<file path="src/rtl/ascon_job_sched.sv">
// Round-robin job scheduler sharing one Ascon AEAD core between several requesters.
// It launches each job with its descriptors, returns completion to the owner, and aborts hung jobs with a watchdog.
module ascon_job_sched #(
    parameter int unsigned NumReq        = 2,
    parameter int unsigned DataAddrWidth = 7,
    parameter int unsigned DelayWidth    = 16,
    parameter int unsigned TimeoutWidth  = 20
) (
    input  logic                            clk_i,
    input  logic                            rst_n_i,
    input  logic [NumReq-1:0]               req_valid_i,
    output logic [NumReq-1:0]               req_ready_o,
    input  logic [NumReq*DataAddrWidth-1:0] req_ad_size_i,
    input  logic [NumReq*DataAddrWidth-1:0] req_pt_size_i,
    input  logic [NumReq*DelayWidth-1:0]    req_delay_i,
    output logic [NumReq-1:0]               done_valid_o,
    input  logic [NumReq-1:0]               done_ready_i,
    output logic                            done_timeout_o,
    output logic [NumReq-1:0]               grant_o,
    output logic                            busy_o,
    input  logic [TimeoutWidth-1:0]         timeout_cfg_i,
    output logic                            core_start_o,
    input  logic                            core_ready_i,
    input  logic                            core_tag_valid_i,
    output logic                            core_clear_o,
    output logic [DataAddrWidth-1:0]        core_ad_size_o,
    output logic [DataAddrWidth-1:0]        core_pt_size_o,
    output logic [DelayWidth-1:0]           core_delay_o
);

    localparam int unsigned IdxWidth = (NumReq > 1) ? $clog2(NumReq) : 1;
    localparam logic [NumReq-1:0] ReqOne = NumReq'(1);
    localparam logic [IdxWidth-1:0] LastIdx = IdxWidth'(NumReq - 1);

    typedef enum logic [2:0] {
        ST_IDLE,
        ST_LAUNCH,
        ST_RUN,
        ST_ABORT,
        ST_RELEASE,
        ST_RESPOND
    } state_e;

    state_e                    state_q, state_d;
    logic [IdxWidth-1:0]       owner_q, owner_d;
    logic [IdxWidth-1:0]       rr_q, rr_d;
    logic [TimeoutWidth-1:0]   wd_q, wd_d;
    logic                      tmo_flag_q, tmo_flag_d;
    logic                      accept;

    logic [IdxWidth-1:0]       pick;
    logic                      pick_valid;
    int unsigned               cand;
    logic [NumReq-1:0]         pick_oh;
    logic [NumReq-1:0]         owner_oh_d;
    logic [DataAddrWidth-1:0]  ad_sel;
    logic [DataAddrWidth-1:0]  pt_sel;
    logic [DelayWidth-1:0]     delay_sel;
    logic [TimeoutWidth-1:0]   wd_inc;
    logic                      wd_expire;

    // First valid requester at or after the round-robin pointer.
    always_comb begin
        pick       = '0;
        pick_valid = 1'b0;
        cand       = 0;
        for (int unsigned k = 0; k < NumReq; k++) begin
            cand = 32'(rr_q) + k;
            if (cand >= NumReq) begin
                cand = cand - NumReq;
            end
            if (!pick_valid && req_valid_i[IdxWidth'(cand)]) begin
                pick_valid = 1'b1;
                pick       = IdxWidth'(cand);
            end
        end
    end

    // Descriptor slice of the picked requester.
    always_comb begin
        ad_sel    = '0;
        pt_sel    = '0;
        delay_sel = '0;
        for (int unsigned i = 0; i < NumReq; i++) begin
            if (pick == IdxWidth'(i)) begin
                ad_sel    = req_ad_size_i[i*DataAddrWidth +: DataAddrWidth];
                pt_sel    = req_pt_size_i[i*DataAddrWidth +: DataAddrWidth];
                delay_sel = req_delay_i[i*DelayWidth +: DelayWidth];
            end
        end
    end

    assign pick_oh    = ReqOne << pick;
    assign owner_oh_d = ReqOne << owner_d;
    assign wd_inc     = (&wd_q) ? wd_q : wd_q + 1'b1;
    assign wd_expire  = (timeout_cfg_i != '0) && (wd_q == timeout_cfg_i - 1'b1);

    always_ff @(posedge clk_i) begin
        if (!rst_n_i) begin
            state_q    <= ST_IDLE;
            owner_q    <= '0;
            rr_q       <= '0;
            wd_q       <= '0;
            tmo_flag_q <= 1'b0;
        end else begin
            state_q    <= state_d;
            owner_q    <= owner_d;
            rr_q       <= rr_d;
            wd_q       <= wd_d;
            tmo_flag_q <= tmo_flag_d;
        end
    end

    // Next-state logic; a tag seen in Run takes priority over a watchdog expiry.
    always_comb begin
        state_d    = state_q;
        owner_d    = owner_q;
        rr_d       = rr_q;
        wd_d       = wd_q;
        tmo_flag_d = tmo_flag_q;
        accept     = 1'b0;
        unique case (state_q)
            ST_IDLE: begin
                if (core_ready_i && pick_valid) begin
                    accept     = 1'b1;
                    owner_d    = pick;
                    wd_d       = '0;
                    tmo_flag_d = 1'b0;
                    state_d    = ST_LAUNCH;
                end
            end
            ST_LAUNCH: begin
                wd_d = wd_inc;
                if (wd_expire) begin
                    state_d = ST_ABORT;
                end else if (!core_ready_i) begin
                    state_d = ST_RUN;
                end
            end
            ST_RUN: begin
                wd_d = wd_inc;
                if (core_tag_valid_i) begin
                    state_d = ST_RELEASE;
                end else if (wd_expire) begin
                    state_d = ST_ABORT;
                end
            end
            ST_ABORT: begin
                tmo_flag_d = 1'b1;
                state_d    = ST_RELEASE;
            end
            ST_RELEASE: begin
                if (core_ready_i) begin
                    state_d = ST_RESPOND;
                end
            end
            ST_RESPOND: begin
                if (done_ready_i[owner_q]) begin
                    rr_d    = (owner_q == LastIdx) ? '0 : owner_q + 1'b1;
                    state_d = ST_IDLE;
                end
            end
            default: begin
                state_d = ST_IDLE;
            end
        endcase
    end

    // Outputs are registered from the next state so they line up with the state they describe.
    always_ff @(posedge clk_i) begin
        if (!rst_n_i) begin
            req_ready_o    <= '0;
            grant_o        <= '0;
            core_start_o   <= 1'b0;
            core_clear_o   <= 1'b0;
            done_valid_o   <= '0;
            done_timeout_o <= 1'b0;
            busy_o         <= 1'b0;
            core_ad_size_o <= '0;
            core_pt_size_o <= '0;
            core_delay_o   <= '0;
        end else begin
            req_ready_o    <= accept ? pick_oh : '0;
            grant_o        <= (state_d != ST_IDLE) ? owner_oh_d : '0;
            core_start_o   <= (state_d == ST_LAUNCH) || (state_d == ST_RUN);
            core_clear_o   <= (state_d == ST_ABORT);
            done_valid_o   <= (state_d == ST_RESPOND) ? owner_oh_d : '0;
            done_timeout_o <= (state_d == ST_RESPOND) && tmo_flag_d;
            busy_o         <= (state_d != ST_IDLE);
            if (accept) begin
                core_ad_size_o <= ad_sel;
                core_pt_size_o <= pt_sel;
                core_delay_o   <= delay_sel;
            end
        end
    end

endmodule

</file>
<file path="config.mk">
export PLATFORM = sky130hd
export DESIGN_NAME = ascon_job_sched
export DESIGN_NICKNAME = d
export VERILOG_FILES = /design/src/rtl/ascon_job_sched.sv
export SDC_FILE = /design/constraint.sdc
export NUM_CORES = 1
export LEC_CHECK = 0
export ABC_AREA = 1
export BUFFER_PORTS_ARGS = -buffer_cell sky130_fd_sc_hd__buf_2
export CAP_MARGIN = 20
export CELL_PAD_IN_SITES_DETAIL_PLACEMENT = 0
export CELL_PAD_IN_SITES_GLOBAL_PLACEMENT = 1
export CORE_MARGIN = 2
export CORE_UTILIZATION = 32
export CTS_CLUSTER_SIZE = 24
export DETAILED_ROUTE_END_ITERATION = 12
export PLACE_DENSITY_LB_ADDON = 0.1
export SYNTH_ARGS = -nofsm -noshare
export SYNTH_HDL_FRONTEND = slang
export SYNTH_SLANG_ARGS = --single-unit
</file>
<file path="constraint.sdc">
create_clock -name clk_i -period 2 [get_ports clk_i]
set_clock_uncertainty 0.15 [all_clocks]
set_input_delay 0.3 -clock clk_i [delete_from_list [all_inputs] [get_ports clk_i]]
set_output_delay 0.3 -clock clk_i [all_outputs]
set_load 0.01 [all_outputs]
</file>
======== Yosys cells after proc, flatten, opt, wreduce, memory -nomap -nowiden ========
Cells that the tools add are included.
word-level totals
  word-level logic and storage cells ...... 90
  latch bits .............................. 0
  output and inout port bits .............. 40
  register bits after elaboration ......... 66
  memories ................................ 0
  memory bits (writable) .................. 0
  input bits .............................. 88
  bits in read-only memories .............. 0
operators by class
  mux-type cells .......................... 33
  add/subtract/negate cells ............... 6
  bitwise operators ....................... 0
  multiply operators ...................... 0
  equal/unequal tests ..................... 12
  reductions and logical operators ........ 17
  div/mod/pow operators ................... 0
  shifts and indexed selects .............. 2
  magnitude comparators ................... 5
operators with widths
  operator                                                                      count
  20-bit two-way mux                                                            2
  20-bit case mux with 2 select lines                                           1
  3-bit two-way mux                                                             7
  20-bit by 1-bit adder with 20-bit output, second input constant               1
  20-bit equality test                                                          1
  20-bit AND reduction                                                          1
  20-bit nonzero test                                                           1
  20-bit by 1-bit subtractor with 20-bit output, second input constant          1
  1-bit two-way mux                                                             18
  3-bit case mux with 6 select lines                                            1
  16-bit two-way mux                                                            1
  7-bit two-way mux                                                             2
  3-bit by 2-bit equality test with 1-bit output, second input constant         4
  3-bit equality test, second input constant                                    3
  2-bit AND reduction                                                           4
  3-bit by 1-bit equality test with 1-bit output, second input constant         2
  1-bit by 2-bit less-than comparator with 1-bit output, second input constant  3
  1-bit logical AND                                                             4
  2-bit != test, second input constant                                          2
  1-bit by 1-bit << shifter with 2-bit output, first input constant             2
  3-bit logical NOT                                                             1
  3-bit AND reduction                                                           1
  3-bit nonzero test                                                            1
  1-bit by 1-bit adder with 2-bit output, second input constant                 1
  other kinds (9)                                                               10

======== Logic depth before layout (Yosys ltp) ========
  word-level depth ........................ 13
  gate-level depth with buffers ........... 18
  mapped depth without buffers ............ 18

======== Worst setup path after synthesis ========
OpenSTA, ideal clock, no wires.
  path kind ............................... input-to-reg
  from .................................... input port timeout_cfg_i[0]
  to ...................................... register grant_o[1]
  stages on the path ...................... 17
  path slack .............................. -0.167 ns
  setup time .............................. 0.129 ns
  required time ........................... 1.721 ns
  arrival ................................. 1.889 ns
  path buffers ............................ 1
  cell sequence ........................... inv_1 > ha_1 > nand2_2 > nor2_4 > buf_6 > nand2_1 > nand2_1 > nand2_1 > nand2_1 > nor2_2 > nor2b_4 > nand3_2 > a21oi_2 > nor2_2 > nor2_4 > nor2_4 > nor2_2
on the way
  cells in the longest elaborated chain, start to end .. 8
  elaborated cells between the ends (all ways) .. 10
  classes of those cells .................. 1 x add/sub; 1 x eq/ne; 4 x mux; 4 x reduce/logical
RTL lines
  item                                           RTL line  source
  start, declared                                21        input logic [TimeoutWidth-1:0] timeout_cfg_i,
  20-bit by 1-bit subtractor with 20-bit output  96        assign wd_expire = (timeout_cfg_i != '0) && (wd_q == timeout_cfg_i - 1'b1);
  20-bit equality test                           96
  1-bit logical AND *                            96
  3-bit two-way mux                              144       end else if (wd_expire) begin
  3-bit two-way mux                              142       if (core_tag_valid_i) begin
  3-bit case mux with 6 select lines *           122       unique case (state_q)
  3-bit nonzero test *                           184       grant_o <= (state_d != ST_IDLE) ? owner_oh_d : '0;
  2-bit AND reduction (no source line) *         n/a
  end signal, assigned                           184
  end, declared                                  19        output logic [NumReq-1:0] grant_o,
Mark *: on every way between the ends. The rest lies on a longest branch, timed or not.
A chain may end at the register's enable or synchronous reset.

======== Worst setup path after layout ========
  from .................................... input port timeout_cfg_i[0]
  to ...................................... register core_start_o
on the way
  cells in the longest elaborated chain, start to end .. 8
  elaborated cells between the ends (all ways) .. 11
  classes of those cells .................. 1 x add/sub; 3 x eq/ne; 4 x mux; 3 x reduce/logical
RTL lines
  item                                                                                                                     RTL line  source
  20-bit by 1-bit subtractor with 20-bit output                                                                            96
  20-bit equality test                                                                                                     96
  1-bit logical AND *                                                                                                      96
  3-bit two-way mux                                                                                                        144
  3-bit two-way mux                                                                                                        142
  3-bit case mux with 6 select lines *                                                                                     122
  3-bit by 1-bit equality test with 1-bit output / 3-bit by 2-bit equality test with 1-bit output (equally long branches)  185       core_start_o <= (state_d == ST_LAUNCH) || (state_d == ST_RUN);
  1-bit logical OR *                                                                                                       185
  end signal, assigned                                                                                                     185
  end, declared                                                                                                            22        output logic core_start_o,
Marks and branches as above.

==> results.tsv <==
metric	value	unit
total CTS buffers	9	
WL/cell	12.5	um
Worst setup EP type	register	
crit share post-route	98.0	%
Yosys cell types	39	
Initial Util	32.5	%
final worst slack	0.0404	ns
Slew HR	72.0	%
GPL Wtd Cong	0.880	
Hold Violations, Final	0	
maximum root-to-sink buffer count	2	
IO Count	128	
dpl cell area	5470	um2
layout cells sized above 1	43.0	%
routed via count	4700	
fin area	6240	um2
number of port buffers	127	
Site Rows	41	
CP max-delay cell	nor2_4	
Hold Crit Start	req_delay_i[13]	
Routed Antenna Nets	0	
Root Buffer	clkbuf_16	
clock share of power	44.3	%
Syn Area/Cell	6.39	um2
vias in the first global route	4565	
Finish-stage setup viols	0	
area share of the largest cell type after synthesis	32.5	%
CTS tree	yes	
drt first pass iters	4	
Yosys top cell by area	dfxtp_1	
register share of total power	36.8	%
core area	12500	um2
CP bufs+invs	2	
synthesized netlist net count	726	
largest net degree at the start of global routing	32	
CP required	2.08	ns
Switching Power	1000	uW
outcome	finished clean	
RSZ-0062 raised after global routing	true	
Ys Warns	0	
# DRC	0	
sw frac	26.3	%
post-layout minimum cycle time	1.96	ns
crit path DAT	2.04	ns
DPL Wire Length	9.79	mm
ranking of synthesized cells by area	dfxtp_1 (33%), nand2_1 (13%), nor2_1 (12%)	
ys flop type	dfxtp_1	
initial antenna violation count	0	
FFs w/ async S/R, synth	0	%
pre-CTS setup slack	-0.465	ns
Hold Crit Class	input port to register	
Post-synth EDFFs	0	
count leader, synth	nand2_1	
initial DRC count	155	
WS Path Type	input port to register	
TritonCTS Sinks	66	
Internal	2810	uW
final wirelength	12.8	mm
cell area power density	612	nW/um2
Clock transition at path regs	0.05	ns
CP delay by family, top	simple AND/OR/NAND/NOR gates	
Worst Tran Pin Value	0.416	ns
synthesized cell area	4060	um2
n_diodes	0	
die width	117	um
Slowest Stage Delay on Critical Path	0.22	ns
H-tree levels	3	
die height	117	um
maxcap violations	0	
crit path launch	timeout_cfg_i[0]	
Remaining Overflow, GRT	0	
Layout Nets	934	
top post-synthesis cells by count	nand2_1 (139), nor2_1 (127), dfxtp_1 (66), inv_1 (64), nand3_1 (36)	
combinational share of power	18.9	%
Synth Register Bits	66	
Total GRT Usage	19.2	%
CP Launch Type	input port	
crit path cell chain	buf_6, clkinvlp_4, ha_4, nand2_8, nor2_4, nand2_1, nand2_2, nand3_1, nor2_2, nand3_1, nor2_2, nand4_1, nand2_2, nand2_1, o21ai_2, nor2_1	
Max FO, Critical Path	7	
Slew Limit Fails	0	
leak pwr	0.00291	uW
synth-to-layout area growth	53.4	%
Die Area	13600	um2
Max Clock Freq	0.510	GHz
Clock Latency Late Sink	0.33	ns
TNS Setup	0	ns
Critical R2R Launch	wd_q[3]	
worst vdd ir	0.403	mV
first-pass GRT wire length	20.5	mm
Cells after Synth	636	
Seq/Total Area, Yosys	32.5	%
fill count	1333	
drt via density	4.60	
flip-flops by register name, indices dropped and copies added (netlist names):
register        flops
done_valid_o        2
core_pt_size_o      7
owner_q             1
busy_o              1
core_clear_o        1
state_q             3
core_delay_o       16
core_start_o        1
core_ad_size_o      7
wd_q               20
tmo_flag_q          1
rr_q                1
done_timeout_o      1
grant_o             2
req_ready_o         2
power by group through the flow:
stage | Combinational, uW | Clock (uW) | Sequential [uW]
after detailed placement | 661 | 0 | 1430
after global placement | 658 | 0 | 1430
after global routing | 803 | 1790 | 1410
after floorplan | 313 | 0 | 1460
after CTS | 678 | 1740 | 1410
final | 721 | 1690 | 1400
final timing paths:
path | to | slack, ns | cells past startpoint
setup / recovery | core_start_o | 0.04 | 16
hold / removal | core_delay_o[13] | 0.11 | 3
setup reg to reg | core_start_o | 0.06 | 14
hold reg to reg | core_ad_size_o[4] | 0.30 | 2
layer usage:
layer | share of wire [%] | up-vias | GRT usage, %
met3 | 5.0 | 19 | 3.79
met4 | 2.4 | 0 | 8.94
li1 | - | 2465 | -
met1 | 45 | 2103 | 23.5
met2 | 48 | 113 | 32.3
met5 | 0 | - | 0
cells in the final DEF, fill, tap and decap left out, types with 5 or more instances in the layout:
| cell | instances |
|---|---|
| buf_2 | 125 |
| nand2_1 | 116 |
| nor2_1 | 104 |
| buf_4 | 84 |
| inv_1 | 57 |
| dfxtp_1 | 53 |
| a21oi_1 | 33 |
| o21ai_0 | 27 |
| nand2_2 | 25 |
| nor2_2 | 25 |
| nand3_1 | 24 |
| o31ai_1 | 17 |
| nor2_4 | 16 |
| nand3_2 | 14 |
| nor3_1 | 13 |
| dfxtp_2 | 10 |
| clkbuf_16 | 9 |
| inv_2 | 8 |
| nand4_1 | 7 |
| xnor2_1 | 7 |
| o21ai_1 | 6 |
| nand2_4 | 5 |
timing repair:
action | in CTS | in global routing
setup buffers | 3 | 6
gates cloned | 1 | 0
hold buffers | 0 | 0
gates resized for setup | 18 | 103
pin swaps | 9 | 22
endpoints found under the setup margin | 19 | 29
per-stage QoR:
| step | cells | total power (uW) | hold WS, ns | util, % |
|---|---|---|---|---|
| detailed placement | 996 | 2090 | 0.293 | 43.7 |
| finish | 1021 | 3820 | 0.114 | 49.8 |
| global placement | 996 | 2090 | 0.284 | 43.7 |
| floorplan | 636 | 1770 | 0.286 | - |
| global route | 1021 | 4010 | 0.126 | 49.8 |
| CTS | 1016 | 3830 | 0.105 | 46.8 |
worst min-delay path, cell delays in order:
cell	delay, ns
buf_2	0.07
o21ai_0	0.07
a21oi_1	0.11
area by class of cell:
type / count / area [um2] / area share (%)
tap: 172 / 215 / 3.45
multi-input combinational: 483 / 2760 / 44.3
clock inverter: 5 / 77.6 / 1.24
clock buffer: 11 / 243 / 3.89
sequential: 66 / 1350 / 21.6
inverter: 70 / 274 / 4.39
timing repair buffer: 214 / 1320 / 21.2
logic make-up after synthesis:
| kind of cell | synth area share (%) |
|---|---|
| adder cells (fa/ha/maj) | 0.616 |
| XOR/XNOR | 3.63 |
| buffers and inverters | 8.68 |
| AND/OR/NAND/NOR | 40.9 |
| AO/OA/AOI/OAI | 13.6 |
| flip-flops | 32.5 |
(Power assumes the default switching activity.)
